==> src/rtl/rast_pkg.sv <==
// ---------------------------------------------------------------------------
// rast_pkg: fixed-point types and constants shared by the raster pipe.
//   SIGFIG/RADIX : word width and fraction bits for colour and position
//   VERTS/AXIS   : vertices per triangle, axes per vertex (x,y,z)
//   COLORS       : colour channels
//   on_screen()  : screen guard used where sample hits get qualified
// ---------------------------------------------------------------------------
package rast_pkg;

    localparam int unsigned SIGFIG = 24;
    localparam int unsigned RADIX  = 10;
    localparam int unsigned VERTS  = 3;
    localparam int unsigned AXIS   = 3;
    localparam int unsigned COLORS = 3;
    localparam int unsigned CNT_W  = 32;

    // Axis positions inside a vertex / hit vector.
    localparam int unsigned AX_X = 0;
    localparam int unsigned AX_Y = 1;
    localparam int unsigned AX_Z = 2;

    typedef logic signed [SIGFIG-1:0] fixp_t;
    typedef fixp_t                    vert_t [AXIS];
    typedef logic        [SIGFIG-1:0] chan_t;
    typedef logic        [CNT_W-1:0]  cnt_t;

    // True when (x,y) lies in [0,w) x [0,h); full-width signed compares.
    function automatic logic on_screen(input fixp_t x, input fixp_t y,
                                       input fixp_t w, input fixp_t h);
        logic x_pos;
        logic y_pos;
        x_pos = ~x[SIGFIG-1];
        y_pos = ~y[SIGFIG-1];
        return x_pos & y_pos & (x < w) & (y < h);
    endfunction

endpackage : rast_pkg

==> src/rtl/hit_retime_sat_cnt32.sv <==
// ---------------------------------------------------------------------------
// sat_cnt32: 32-bit event counter that sticks at all-ones.
//   clk   : clock
//   rst   : synchronous reset, active-high, clears the count
//   en    : count one event this cycle
//   count : registered count value
// ---------------------------------------------------------------------------
module sat_cnt32
    import rast_pkg::*;
(
    input  logic clk,
    input  logic rst,
    input  logic en,
    output cnt_t count
);

    // Increment unless already saturated.
    always_ff @(posedge clk) begin : p_cnt
        if (rst) begin
            count <= '0;
        end else if (en && (count != '1)) begin
            count <= count + CNT_W'(1);
        end
    end

endmodule : sat_cnt32

==> src/rtl/hit_retime.sv <==
// ---------------------------------------------------------------------------
// hit_retime: two-stage retime/qualify pipe from sample test (R16) to zbuff
// (R18). Builds the {x,y,z} hit vector, drops hits that fall off screen and
// counts them, and stalls every stage while halt_RnnnnL is low.
//
// Ports
//   clk, rst         : clock, synchronous active-high reset (wins over halt)
//   halt_RnnnnL      : 1 = advance, 0 = hold all stages
//   screen_RnnnnS    : screen width [0] / height [1], signed fixed point
//   tri_R16S         : triangle vertices; z is taken from vertex 0
//   color_R16U       : triangle colour
//   sample_R16S      : sample x [0] / y [1]
//   validSamp_R16H   : sample slot carries real data
//   hit_R16H         : sample is inside the triangle
//   hit_R18S         : registered {x,y,z} of the hit
//   color_R18U       : registered colour of the hit
//   hit_valid_R18H   : registered hit qualifier
//   clip_cnt_RnnnnU  : saturating count of hits dropped by the screen guard
//   hit_cnt_RnnnnU   : saturating count of hits leaving R18 (HIT_STATS_EN only)
//
// Configuration macro: HIT_STATS_EN adds hit_cnt_RnnnnU and its counter.
// A held valid hit is re-presented every halted cycle; zbuff treats the
// repeated fragment as idempotent.
// ---------------------------------------------------------------------------
module hit_retime
    import rast_pkg::*;
#(
    parameter int unsigned PIPE_DEP = 2
)
(
    input  logic                              clk,
    input  logic                              rst,
    input  logic                              halt_RnnnnL,
    input  fixp_t [1:0]                       screen_RnnnnS,
    input  fixp_t [VERTS-1:0][AXIS-1:0]       tri_R16S,
    input  chan_t [COLORS-1:0]                color_R16U,
    input  fixp_t [1:0]                       sample_R16S,
    input  logic                              validSamp_R16H,
    input  logic                              hit_R16H,
    output fixp_t [0:0][AXIS-1:0]             hit_R18S,
    output chan_t [COLORS-1:0]                color_R18U,
    output logic  [0:0]                       hit_valid_R18H,
`ifdef HIT_STATS_EN
    output cnt_t                              hit_cnt_RnnnnU,
`endif
    output cnt_t                              clip_cnt_RnnnnU
);

    // The stage count is baked into the inline register chain below.
    if (PIPE_DEP != 2) begin : g_bad_pipe_dep
        $error("hit_retime: PIPE_DEP must be 2");
    end

    logic                   en_c;
    logic                   qual_c;
    logic                   guard_c;
    logic                   drop_c;
    logic                   unused_tri_c;

    logic                   hit_valid_R17H;
    fixp_t [AXIS-1:0]       hit_R17S;
    chan_t [COLORS-1:0]     color_R17U;

    // Stage enable and hit qualification at R16.
    assign en_c    = halt_RnnnnL;
    assign qual_c  = validSamp_R16H & hit_R16H;
    assign guard_c = on_screen(sample_R16S[0], sample_R16S[1],
                               screen_RnnnnS[0], screen_RnnnnS[1]);
    assign drop_c  = en_c & qual_c & ~guard_c;

    // Only vertex 0 z contributes to the hit vector.
    assign unused_tri_c = ^{tri_R16S[2], tri_R16S[1],
                            tri_R16S[0][AX_Y], tri_R16S[0][AX_X]};

    // R16 -> R17: qualify and form the hit vector; data loads even when not valid.
    always_ff @(posedge clk) begin : p_r17
        if (rst) begin
            hit_valid_R17H <= 1'b0;
            hit_R17S       <= '0;
            color_R17U     <= '0;
        end else if (en_c) begin
            hit_valid_R17H   <= qual_c & guard_c;
            hit_R17S[AX_X]   <= sample_R16S[0];
            hit_R17S[AX_Y]   <= sample_R16S[1];
            hit_R17S[AX_Z]   <= tri_R16S[0][AX_Z];
            color_R17U       <= color_R16U;
        end
    end

    // R17 -> R18: plain retiming copy.
    always_ff @(posedge clk) begin : p_r18
        if (rst) begin
            hit_valid_R18H <= '0;
            hit_R18S       <= '0;
            color_R18U     <= '0;
        end else if (en_c) begin
            hit_valid_R18H[0] <= hit_valid_R17H;
            hit_R18S[0]       <= hit_R17S;
            color_R18U        <= color_R17U;
        end
    end

    // Hits rejected by the screen guard.
    sat_cnt32 u_clip_cnt (
        .clk   (clk),
        .rst   (rst),
        .en    (drop_c),
        .count (clip_cnt_RnnnnU)
    );

`ifdef HIT_STATS_EN
    logic hit_out_c;

    // A hit counts once it leaves R18 on an advancing cycle.
    assign hit_out_c = en_c & hit_valid_R18H[0];

    sat_cnt32 u_hit_cnt (
        .clk   (clk),
        .rst   (rst),
        .en    (hit_out_c),
        .count (hit_cnt_RnnnnU)
    );
`endif

endmodule : hit_retime

==> config.mk <==
export PLATFORM = sky130hd
export DESIGN_NAME = hit_retime
export DESIGN_NICKNAME = d
export VERILOG_FILES = /design/src/rtl/rast_pkg.sv /design/src/rtl/hit_retime_sat_cnt32.sv /design/src/rtl/hit_retime.sv
export SDC_FILE = /design/constraint.sdc
export NUM_CORES = 1
export LEC_CHECK = 0
export CORE_AREA = 2 2 218 220
export CTS_CLUSTER_DIAMETER = 30
export CTS_CLUSTER_SIZE = 12
export DETAILED_ROUTE_END_ITERATION = 12
export DIE_AREA = 0 0 220 222
export MAX_ROUTING_LAYER = met4
export PLACE_DENSITY = 0.67
export SETUP_SLACK_MARGIN = 0.5
export SLEW_MARGIN = 20
export SYNTH_ARGS = -nofsm -noshare
export SYNTH_HDL_FRONTEND = slang
export SYNTH_SLANG_ARGS = --single-unit
==> constraint.sdc <==
create_clock -name clk -period 3.1 [get_ports clk]
set_input_delay 0.31 -clock clk [delete_from_list [all_inputs] [get_ports clk]]
set_output_delay 0.31 -clock clk [all_outputs]
set_load 0.1 [all_outputs]
# Word level (Yosys, flattened, before mapping)
# Index checks and enable logic that the tools add are counted.
# Widths: inputs -> output; s select.
dict set report classes {
  n_addsub 1
  n_lt_le_gt_ge 2
  n_eq_ne 1
  n_bitwise 10
  n_reduce_logical 1
}
# cell count
set ops {}
lappend ops {{$lt 24x24->1} 2}
lappend ops {{$add 32x1->32 const B} 1}
lappend ops {{$ne 32x32->1 const B} 1}
lappend ops {{$and 1x1->1} 7}
lappend ops {{$not 1->1} 3}
lappend ops {{$logic_and 1x1->1} 1}
dict set report totals {
  reg_bits 322
  input_bits 389
  out_inout_bits 177
}

# Depth between registers and ports, before layout
dict set report logic_depth {
  ltp_word 7
  ltp_mapped 12
  depth_no_buf 10
}

# Modules after synthesis
# Synthesis repeated with hierarchy kept, for this count alone.
dict set report unflattened {
  hier_cells 1307
  hier_area_um2 12946.2
}
# mod instances cells_per_inst area_per_inst_um2
set by_module_without_submodules {}
lappend by_module_without_submodules {hit_retime 1 1108 11272.1}
lappend by_module_without_submodules {sat_cnt32 1 199 1674.1}

# Worst setup path after synthesis
# No wires, ideal clock.
dict set report synth_timing {
  kind {reg-to-reg}
  startpoint {reg u_clip_cnt.count[6]}
  endpoint {reg u_clip_cnt.count[11]}
  arrival_ns 3.146
  path_slack_ns -0.168
  path_stages_with_launch 9
  n_path_buf 0
  cell_sequence {dfxtp_1 -> and4_4 -> nand4_4 -> or4_4 -> or3_4 -> and4_4 -> nand3_4 -> nor3b_2 -> mux2_4}
}
dict set report synth_via {
  elab_chain_cells 2
  elab_cells_between_ends 3
  cone_classes {1 x add/sub; 1 x eq/ne; 1 x reduce/logical}
}
# element line_no
set synth_lines {}
lappend synth_lines {{start, declared} hit_retime_sat_cnt32.sv:14} ;# output cnt_t count
lappend synth_lines {{start signal, assigned} hit_retime_sat_cnt32.sv:22} ;# count <= count + CNT_W'(1);
lappend synth_lines {{parallel branches: the longest is 2 deep, another holds $add 32x1->32} --}
# Several ways; the timed one is not identified.
# A chain may end at the register's enable or synchronous reset.

# Worst setup path after layout
dict set report layout_timing {
  startpoint {in sample_R16S[12] (netlist name)}
  endpoint {reg u_clip_cnt.count[16]}
}
dict set report layout_via {
  elab_chain_cells 6
}
# element line_no
set layout_lines {}
lappend layout_lines {{start, declared} hit_retime.sv:37} ;# input fixp_t [1:0] sample_R16S,
lappend layout_lines {{$lt 24x24->1} rast_pkg.sv:34} ;# return x_pos & y_pos & (x < w) & (y < h);
lappend layout_lines {{$and 1x1->1 (2 in series)} rast_pkg.sv:34}
lappend layout_lines {{$not 1->1} hit_retime.sv:69} ;# assign drop_c = en_c & qual_c & ~guard_c;
lappend layout_lines {{$and 1x1->1} hit_retime.sv:69}
lappend layout_lines {{$logic_and 1x1->1} hit_retime_sat_cnt32.sv:21} ;# end else if (en && (count != '1)) begin
# Every way passes these cells.

==> metrics.yaml <==
grt_pass1_vias: 11200
synthArstFlopShare_pct: 0
crit_family: "simple AND/OR/NAND/NOR gates"
tightest_slew_ns: 1.19
route.detailed.drc: 0
setup_viol: 0
cp.required_ns: 3.58
syn_area_um2: 13100
crit_arrival_ns: 3.06
drt_iter0_markers: 446
initial_core_util_pct: 28.3
max_stage_delay_ns: 0.55
netlist_instances: 1315
cpMaxStageDelayCell: "or4_4"
grt_max_degree: 145
synthDominantCellAreaShare_pct: 49.2
crit_path_start_kind: "input port"
synth_seq_cells: 322
cp.buffers_inverters: 4
reg2reg_slack_ns: 0.64
clk_pin_slew_worst_paths_ns: 0.04
clockBufferDepth: 3
netlist_top_cells_area: "dfxtp_1, mux2i_1, nor2_1"
syn_nets: 1751
total_power_mw: 14.1
chipHeight_um: 222
fin_skew_ns: 0.0282
dp.cells: 2258
fin_crit_sh_pct: 83.0
antenna_found_initial: 4
cts_buffers: 79
dr.pass1.iters: 4
pin_count: 566
synth_edf_count: 0
final_cell_area_um2: 21000
synth_top_flop_cell: "dfxtp_1"
slew_violations: 0
dpl_worst_slack_ns: -0.659
wl_per_cell_um: 15.5
maxCapViolations: 0
die-area_um2: 48800
die_w_um: 220
cts_sinks: 322
rsz0062_at_grt: "no"
drive_gt1_share_pct: 24.5
ys_types: 49
path_cells: "clkdlybuf4s15_1 > ha_1 > nand2_1 > or4_4 > a211oi_4 > or3_4 > a211oi_4 > buf_6 > buf_8 > buf_16 > or4_1 > a21oi_1"
coreArea_um2: 46300
fin_ws_ns: 0.527
htreeDepth: 3
synth_area_per_cell_um2: 9.96
hp-class: "input port to flip-flop"
dpl_cell_area_um2: 17600
detailed_place_hpwl_um: 25300
final_cell_mix: "nor2_1, dfxtp_1, mux2i_1, clkdlybuf4s50_1, buf_4"
clock.fmax_mhz: 389
grt_usage_pct: 15.3
critPathMaxFanout: 7
final_common_cell: "nor2_1"
crit_type: "input port to flip-flop"
dr_total_vias: 11000
yosys_warnings: 0
gp_congestion: 0.793
hold_violations: 0
cts_root_buf: "clkbuf_16"
yosysTopAreaCell: "dfxtp_1"
fp-row-count: 79
syn_to_final_growth_pct: 60.6
ir_drop_mv: 0.524
powerDensity_nw_per_um2: 671
crit_top_cell: "a211oi_4"
clk_latency_ns: 0.58
p_leak_nw: 9.11
n_fill_cell: 4304
outcome: "complete, no violations"
overflow: 0
end_kind: "flip-flop"
wirelength_um: 37800
nets: 2197
finalCriticalPeriod_ns: 2.57
drt-vias-per-instance: 4.50
io_buffers: 373
synth-seq-area-share_pct: 49.2
ant_nets: 0
grt_pass1_wl_um: 58000
fin_cells: 2433
max-slew-margin-rel_pct: 20.7
cts_tree: "done"
[cell usage after synthesis (2+ instances only)]
| cell | number |
|---|---|
| mux2_1 | 5 |
| buf_1 | 32 |
| nor3b_2 | 2 |
| and3_1 | 7 |
| nor2b_1 | 15 |
| ha_1 | 47 |
| or4_1 | 18 |
| buf_6 | 3 |
| inv_1 | 51 |
| or3_1 | 3 |
| nand4_1 | 12 |
| and4_4 | 2 |
| nor2_1 | 307 |
| or3_4 | 2 |
| a21oi_1 | 43 |
| clkbuf_1 | 39 |
| nand2b_1 | 3 |
| nand3_4 | 2 |
| o31ai_1 | 17 |
| mux2i_1 | 290 |
| o21ai_0 | 11 |
| nand3_1 | 15 |
| buf_4 | 3 |
| and4_1 | 3 |
| nor3_1 | 6 |
| dfxtp_1 | 322 |
| mux2_4 | 5 |
| o211ai_1 | 2 |
| nor4_1 | 2 |
| nand2_1 | 27 |
[cell families (layout without fill, tap and decap cells)]
group                      Yosys count  in the layout  synth area share, %
DFF                                322            322                 49.2
adders and majority gates           47             47                 4.49
buffers and inverters              129            636                 3.97
other                                0              4                    0
muxes                              300            300                 23.2
and+or+nand+nor                    433            433                 15.1
AOI/OAI and AO/OA                   84             84                 4.09
[routing by layer]
layer  global-route usage [%]  share of wire [%]  up-vias
li1                         -                  -     5419
met4                     6.82                2.9        0
met1                     17.0                 41     5088
met3                     6.36                 10       76
met2                     24.0                 46      374
met5                        -                  0        -
[through the flow]
stage	utilization [%]	hold slack [ns]	setup TNS (ns)
after global routing	45.5	0.00269	0
final	45.5	0.0112	0
after detailed placement	38.1	0.480	-19.00
after global placement	38.1	0.464	-16.13
after CTS	44.9	0.0735	0
after floorplan	-	0.456	0
[worst paths after layout]
| check | from | endpoint | cells past startpoint |
|---|---|---|---|
| worst min-delay path | sample_R16S[32] | hit_R17S[32] | 3 |
| worst max-delay path | sample_R16S[12] | u_clip_cnt.count[16] | 12 |
| worst min register to register | hit_R17S[31] | hit_R18S[31] | 2 |
| worst max register to register | u_clip_cnt.count[7] | u_clip_cnt.count[28] | 8 |
[power by group]
part | internal, mW | leakage (nW) | switching, mW
Clock | 5.53 | 1.28 | 2.46
Combinational | 0.700 | 5.18 | 1.00
Sequential | 4.33 | 2.65 | 0.0948
Total | 10.6 | 9.11 | 3.56
[worst reg2reg max path: cells and delay by family, from the launching register on]
kind             cells  cell delay (ns)
AND/OR/NAND/NOR      7             1.90
flip-flops           1             0.37
AO/OA/AOI/OAI        1             0.13
[registers in the layout, summed over array words and instances, names as in the netlist]
register	cells
hit_valid_R17H	1
color_R18U	72
hit_R18S	72
hit_R17S	72
hit_valid_R18H	1
u_clip_cnt.count	32
color_R17U	72
[cell type report]
cell class,count,area (um^2),share of cell area (%)
Clock inverter,40,443,2.11
Clock buffer,102,2190,10.4
Antenna cell,4,10.0,0.0476
Sequential cell,322,6500,30.9
Multi-Input combinational cell,864,6720,32.0
Inverter,51,191,0.910
Timing Repair Buffer,443,4200,20.0
Tap cell,607,759,3.61
[timing repair]
action                     CTS  global route
hold endpoints to repair     0             1
pin swaps                   37            58
setup endpoints to repair   33            33
resized for setup          169           152
hold buffers                 0             1
gates cloned                 6             1
setup buffers               13             8
Power figures use the tool's default switching activity.
